### src/rtl/truth_table_sequencer_pkg.sv
// Shared definitions for the truth-table sequencer: controller state
// encoding, vector count and the golden table of F(A,B,C) = A' + BC.
package truth_table_sequencer_pkg;

  typedef enum logic [2:0] {
    ST_IDLE   = 3'd0,
    ST_DRIVE  = 3'd1,
    ST_SETTLE = 3'd2,
    ST_SAMPLE = 3'd3,
    ST_DONE   = 3'd4
  } state_e;

  localparam int unsigned NUM_VECTORS = 8;

  // Bit i is F for vector i = {A,B,C}, A as MSB.
  localparam logic [7:0] TT_GOLDEN = 8'h8F;

endpackage

### src/rtl/truth_table_sequencer_logic_fn_unit.sv
// Combinational function unit under characterisation: f = ~a | (b & c).
// Ports: a, b, c - function inputs; f - function output.
module logic_fn_unit (
  input  logic a,
  input  logic b,
  input  logic c,
  output logic f
);

  logic a_n;
  logic b_and_c;

  assign a_n     = ~a;
  assign b_and_c = b & c;
  assign f       = a_n | b_and_c;

endmodule

### src/rtl/truth_table_sequencer.sv
// Self-test controller: on start, walks the function unit through all eight
// input vectors, captures its truth table and compares it with the
// expectation latched at start.
// Ports:
//   clk, rst_n      - clock, synchronous active-low reset
//   start           - run request (accepted only when idle)
//   expect_tt[7:0]  - expected truth table, latched on accept
//   busy, done      - run in progress / one-cycle completion pulse
//   tt[7:0]         - captured truth table
//   pass            - captured table equals expectation
//   mismatch_cnt    - number of mismatching vectors
//   first_bad_idx/_vld - lowest mismatching vector and its valid flag
//   vec_abc         - vector currently applied to the function unit
module truth_table_sequencer
  import truth_table_sequencer_pkg::*;
#(
  parameter int unsigned SETTLE_CYCLES = 1
) (
  input  logic       clk,
  input  logic       rst_n,
  input  logic       start,
  input  logic [7:0] expect_tt,
  output logic       busy,
  output logic       done,
  output logic [7:0] tt,
  output logic       pass,
  output logic [3:0] mismatch_cnt,
  output logic [2:0] first_bad_idx,
  output logic       first_bad_vld,
  output logic [2:0] vec_abc
);

  localparam logic [2:0] LAST_IDX    = 3'(NUM_VECTORS - 1);
  localparam logic [3:0] SETTLE_LOAD = (SETTLE_CYCLES == 0) ? 4'd0 : 4'(SETTLE_CYCLES - 1);

  state_e     state_q, state_d;
  logic [2:0] idx_q, idx_d;
  logic [3:0] cnt_q, cnt_d;
  logic [7:0] exp_q, exp_d;
  logic [2:0] vec_q, vec_d;
  logic [7:0] tt_q, tt_d;
  logic [3:0] mm_q, mm_d;
  logic [2:0] fbi_q, fbi_d;
  logic       fbv_q, fbv_d;
  logic       pass_q, pass_d;
  logic       busy_q, busy_d;
  logic       done_q, done_d;
  logic       f;

  logic_fn_unit u_fn (
    .a (vec_q[2]),
    .b (vec_q[1]),
    .c (vec_q[0]),
    .f (f)
  );

  always_comb begin
    state_d = state_q;
    idx_d   = idx_q;
    cnt_d   = cnt_q;
    exp_d   = exp_q;
    vec_d   = vec_q;
    tt_d    = tt_q;
    mm_d    = mm_q;
    fbi_d   = fbi_q;
    fbv_d   = fbv_q;
    pass_d  = pass_q;
    // Status outputs are registered from the current state, so they trail
    // the state by one cycle (busy starts the cycle after accept).
    busy_d  = (state_q == ST_DRIVE) || (state_q == ST_SETTLE) || (state_q == ST_SAMPLE);
    done_d  = (state_q == ST_DONE);

    case (state_q)
      ST_IDLE: begin
        if (start) begin
          tt_d    = '0;
          mm_d    = '0;
          fbi_d   = '0;
          fbv_d   = 1'b0;
          pass_d  = 1'b0;
          exp_d   = expect_tt;
          idx_d   = '0;
          state_d = ST_DRIVE;
        end
      end
      ST_DRIVE: begin
        vec_d = idx_q;
        if (SETTLE_CYCLES == 0) begin
          state_d = ST_SAMPLE;
        end else begin
          cnt_d   = SETTLE_LOAD;
          state_d = ST_SETTLE;
        end
      end
      ST_SETTLE: begin
        if (cnt_q == '0) state_d = ST_SAMPLE;
        else             cnt_d   = cnt_q - 4'd1;
      end
      ST_SAMPLE: begin
        tt_d[idx_q] = f;
        if (f != exp_q[idx_q]) begin
          mm_d = mm_q + 4'd1;
          if (!fbv_q) begin
            fbi_d = idx_q;
            fbv_d = 1'b1;
          end
        end
        if (idx_q == LAST_IDX) begin
          state_d = ST_DONE;
        end else begin
          idx_d   = idx_q + 3'd1;
          state_d = ST_DRIVE;
        end
      end
      ST_DONE: begin
        pass_d  = (mm_q == '0);
        state_d = ST_IDLE;
      end
      default: state_d = ST_IDLE;
    endcase
  end

  always_ff @(posedge clk) begin
    if (!rst_n) begin
      state_q <= ST_IDLE;
      idx_q   <= '0;
      cnt_q   <= '0;
      exp_q   <= '0;
      vec_q   <= '0;
      tt_q    <= '0;
      mm_q    <= '0;
      fbi_q   <= '0;
      fbv_q   <= 1'b0;
      pass_q  <= 1'b0;
      busy_q  <= 1'b0;
      done_q  <= 1'b0;
    end else begin
      state_q <= state_d;
      idx_q   <= idx_d;
      cnt_q   <= cnt_d;
      exp_q   <= exp_d;
      vec_q   <= vec_d;
      tt_q    <= tt_d;
      mm_q    <= mm_d;
      fbi_q   <= fbi_d;
      fbv_q   <= fbv_d;
      pass_q  <= pass_d;
      busy_q  <= busy_d;
      done_q  <= done_d;
    end
  end

  assign busy          = busy_q;
  assign done          = done_q;
  assign tt            = tt_q;
  assign pass          = pass_q;
  assign mismatch_cnt  = mm_q;
  assign first_bad_idx = fbi_q;
  assign first_bad_vld = fbv_q;
  assign vec_abc       = vec_q;

endmodule

### config.mk
export PLATFORM = sky130hd
export DESIGN_NAME = truth_table_sequencer
export DESIGN_NICKNAME = d
export VERILOG_FILES = /design/src/rtl/truth_table_sequencer_pkg.sv /design/src/rtl/truth_table_sequencer_logic_fn_unit.sv /design/src/rtl/truth_table_sequencer.sv
export SDC_FILE = /design/constraint.sdc
export NUM_CORES = 1
export LEC_CHECK = 0
export ABC_CLOCK_PERIOD_IN_PS = 3100
export CAP_MARGIN = 20
export CORE_MARGIN = 1.5
export CORE_UTILIZATION = 45
export CTS_BUF_LIST = sky130_fd_sc_hd__clkbuf_4 sky130_fd_sc_hd__clkbuf_8
export DETAILED_ROUTE_END_ITERATION = 6
export PLACE_DENSITY_LB_ADDON = 0.3
export SLEW_MARGIN = 15
export SYNTH_ARGS = -nofsm -noshare
export SYNTH_HDL_FRONTEND = slang
export SYNTH_SLANG_ARGS = --single-unit
### constraint.sdc
create_clock -name clk -period 3.1 [get_ports clk]
set_input_delay 0.62 -clock clk [delete_from_list [all_inputs] [get_ports clk]]
set_output_delay 0.62 -clock clk [all_outputs]
set_load 0.02 [all_outputs]
==> out/qor.txt <==
Reg2reg end: mismatch_cnt[3]
Post-CTS Resized: 0
Final clock skew: 0.00631 ns
Clock sink count: 40
WP data required: 3.28 ns
GRT Total Usage: 17.1%
Die height: 69.6 µm
Synthesized flop and latch total: 40
Post-CTS Hold Buffers: 0
Synthesized area: 1990 µm²
Leakage: 0.946 nW
Worst hold path type: flop to flop
Hold Slack: 0.465 ns
Starting Density: 46.4%
CTS tree: yes
Post-Place Setup Slack: 0.807 ns
Worst EP arrival: 2.34 ns
Worst setup SP type: flop
Root Driver: clkbuf_8
Residual DRC: 0
End point of the critical path: mismatch_cnt[3]
Htree depth: 2
Antenna fix cells: 0
Yosys warnings: 0
First-pass DRT Iterations: 4
Row count: 24
Number of global-route vias before repair: 1466
Vias per Instance: 5.20
Largest fanout on the critical path: 10
Pint: 0.823 mW
Fin crit share: 69.5%
Core ar.: 4290 µm²
DR WL/cell: 12.7 µm
Number of enable flip-flop cells after synthesis: 0
Clk slew on worst S/H paths: 0.08 ns
Die area: 4840 µm²
Non-Filler Instances: 307
Worst Setup Slack, final: 0.944 ns
Reg2Reg Depth: 5
Seq/Total Area, Yosys: 40.2%
Peak VDD IR: 0.000193 V
Top FF cell, synth: dfxtp_1
Avg Inst Size Synth: 8.74 µm²
Status: completed
Synthesis-to-layout area growth: 20.5%
RePlAce Congestion: 0.790
DR iter-0 viols: 77
Antenna violations before repair: 0
Placed Instances: 299
Largest area contributor in the synthesized netlist: dfxtp_1
R2R Path Start: idx_q[0]
Sequential Power Share: 50.5%
Share of cells above drive strength 1: 8.24%
Grt total ovfl: 0
Slew Limit Fails: 0
Total Power: 1.12 mW
Fin util: 55.9%
Largest net degree at the start of global routing: 19
IO Pins: 33
Mapped Nets: 245
Library cells used by synthesis: 41
Psw: 0.300 mW
First-pass GRT wire length: 6660 µm
Pwr/cell area: 468 nW/µm²
Postcts setup bufs: 0
Min Tclk post-route: 2.16 ns
Max cap viols: 0
Die Width: 69.6 µm
Critical path class: flop to flop
Fmax: 464 MHz
Worst setup EP type: flop
Final setup fails: 0
Drt total wl: 3890 µm
TritonCTS Buffers: 5
Worst skew pair latency: 0.29 ns
Post-synthesis async set-or-reset flop share: 0%
Synth cell count leaders: 45 x nand2_1, 40 x dfxtp_1, 18 x nor2_1, 16 x mux2i_1, 15 x a21boi_0
Top-area cell type share of the netlist area: 40.2%
Net Sw Frac: 26.7%
Unrepaired setup endpoints after global routing: no
Post-route cell area: 2400 µm²
Clk buf depth: 2
Reg2reg setup slack: 0.94 ns
Vias: 1597
Worst Max-Slew Pin Slew: 0.569 ns
Detailed placement HPWL: 2750 µm
Top-count cell post-synth: nand2_1
Antenna-violating nets left: 0
Final hold violation count: 0
Main area contributors after synthesis: dfxtp_1 40%, nand2_1 8.5%, mux2i_1 8.0%
Sum of negative setup slack: 0 ns
Nets@finish: 271
CP Launch Point: idx_q[0]
Worst slew margin: 62.0%
Post-Synthesis Cells: 228
Placed Area: 2300 µm²
Combinational share of power: 16.4%
Clock Power Share: 33.0%
# port buffers: 32
layout make-up:
type / count / area [µm²]
fillers: 398 / 1890
multi-input cells: 166 / 1070
flip-flops and latches: 40 / 801
repair buffers: 37 / 358
clock buffers: 8 / 97.6
well taps: 52 / 65.1
inverters: 4 / 15.0
metal layers:
metal  up-vias  wire (µm)  track usage [%]
li1        814          -                -
met1       747       1900             21.7
met2        29       1790             27.8
met3         7        133             4.65
met4         0         60             6.54
met5         -          0                0
flip-flops by register name (all words and copies together) (netlist names):
register       count
cnt_q              4
busy               1
first_bad_vld      1
idx_q              3
pass               1
vec_abc            3
state_q            3
mismatch_cnt       4
tt                 8
done               1
exp_q              8
first_bad_idx      3
power groups by stage:
| stage | Combinational [mW] | Clock (mW) | Sequential [mW] |
|---|---|---|---|
| after detailed placement | 0.185 | 0 | 0.579 |
| after global routing | 0.206 | 0.407 | 0.572 |
| after global placement | 0.181 | 0 | 0.578 |
| after floorplan | 0.141 | 0 | 0.569 |
| after CTS | 0.186 | 0.379 | 0.567 |
| final | 0.184 | 0.371 | 0.568 |
cells by family (layout without fill, tap and decap cells):
| kind of cell | after synthesis | after routing | synth area share, % |
|---|---|---|---|
| AO/OA/AOI/OAI | 31 | 31 | 10.6 |
| flip-flops | 40 | 40 | 40.2 |
| multiplexers | 19 | 19 | 11.0 |
| adder cells (fa/ha/maj) | 6 | 6 | 3.77 |
| buffers and inverters | 22 | 49 | 6.34 |
| XOR/XNOR | 3 | 3 | 1.32 |
| AND/OR/NAND/NOR | 107 | 107 | 26.7 |
worst max-delay path, cell delays in order (launching register included):
cell	delay, ns
dfxtp_1	0.58
mux2i_1	0.14
mux4_2	0.54
mux2i_4	0.33
nand4_2	0.15
mux2_4	0.31
worst min-delay path by stage:
stage | startpoint | end | slack, ns | depth (start not counted)
2_1_floorplan | exp_q[0] | exp_q[0] | 0.44 | 2
3_3_place_gp | exp_q[3] | exp_q[3] | 0.45 | 2
3_5_place_dp | first_bad_idx[0] | first_bad_idx[0] | 0.45 | 2
4_1_cts | first_bad_idx[0] | first_bad_idx[0] | 0.47 | 2
5_1_grt | first_bad_idx[0] | first_bad_idx[0] | 0.48 | 2
6_report | exp_q[5] | exp_q[5] | 0.47 | 2
cells in the final DEF, fill, tap and decap left out, drive strengths merged, types with 8 or more instances in the layout:
master         count
a21boi            16
and2              10
clkbuf             8
clkdlybuf4s50     32
dfxtp             40
mux2i             17
nand2             45
nand3              8
nor2              18
No activity file was read; power rests on OpenSTA's default activity.
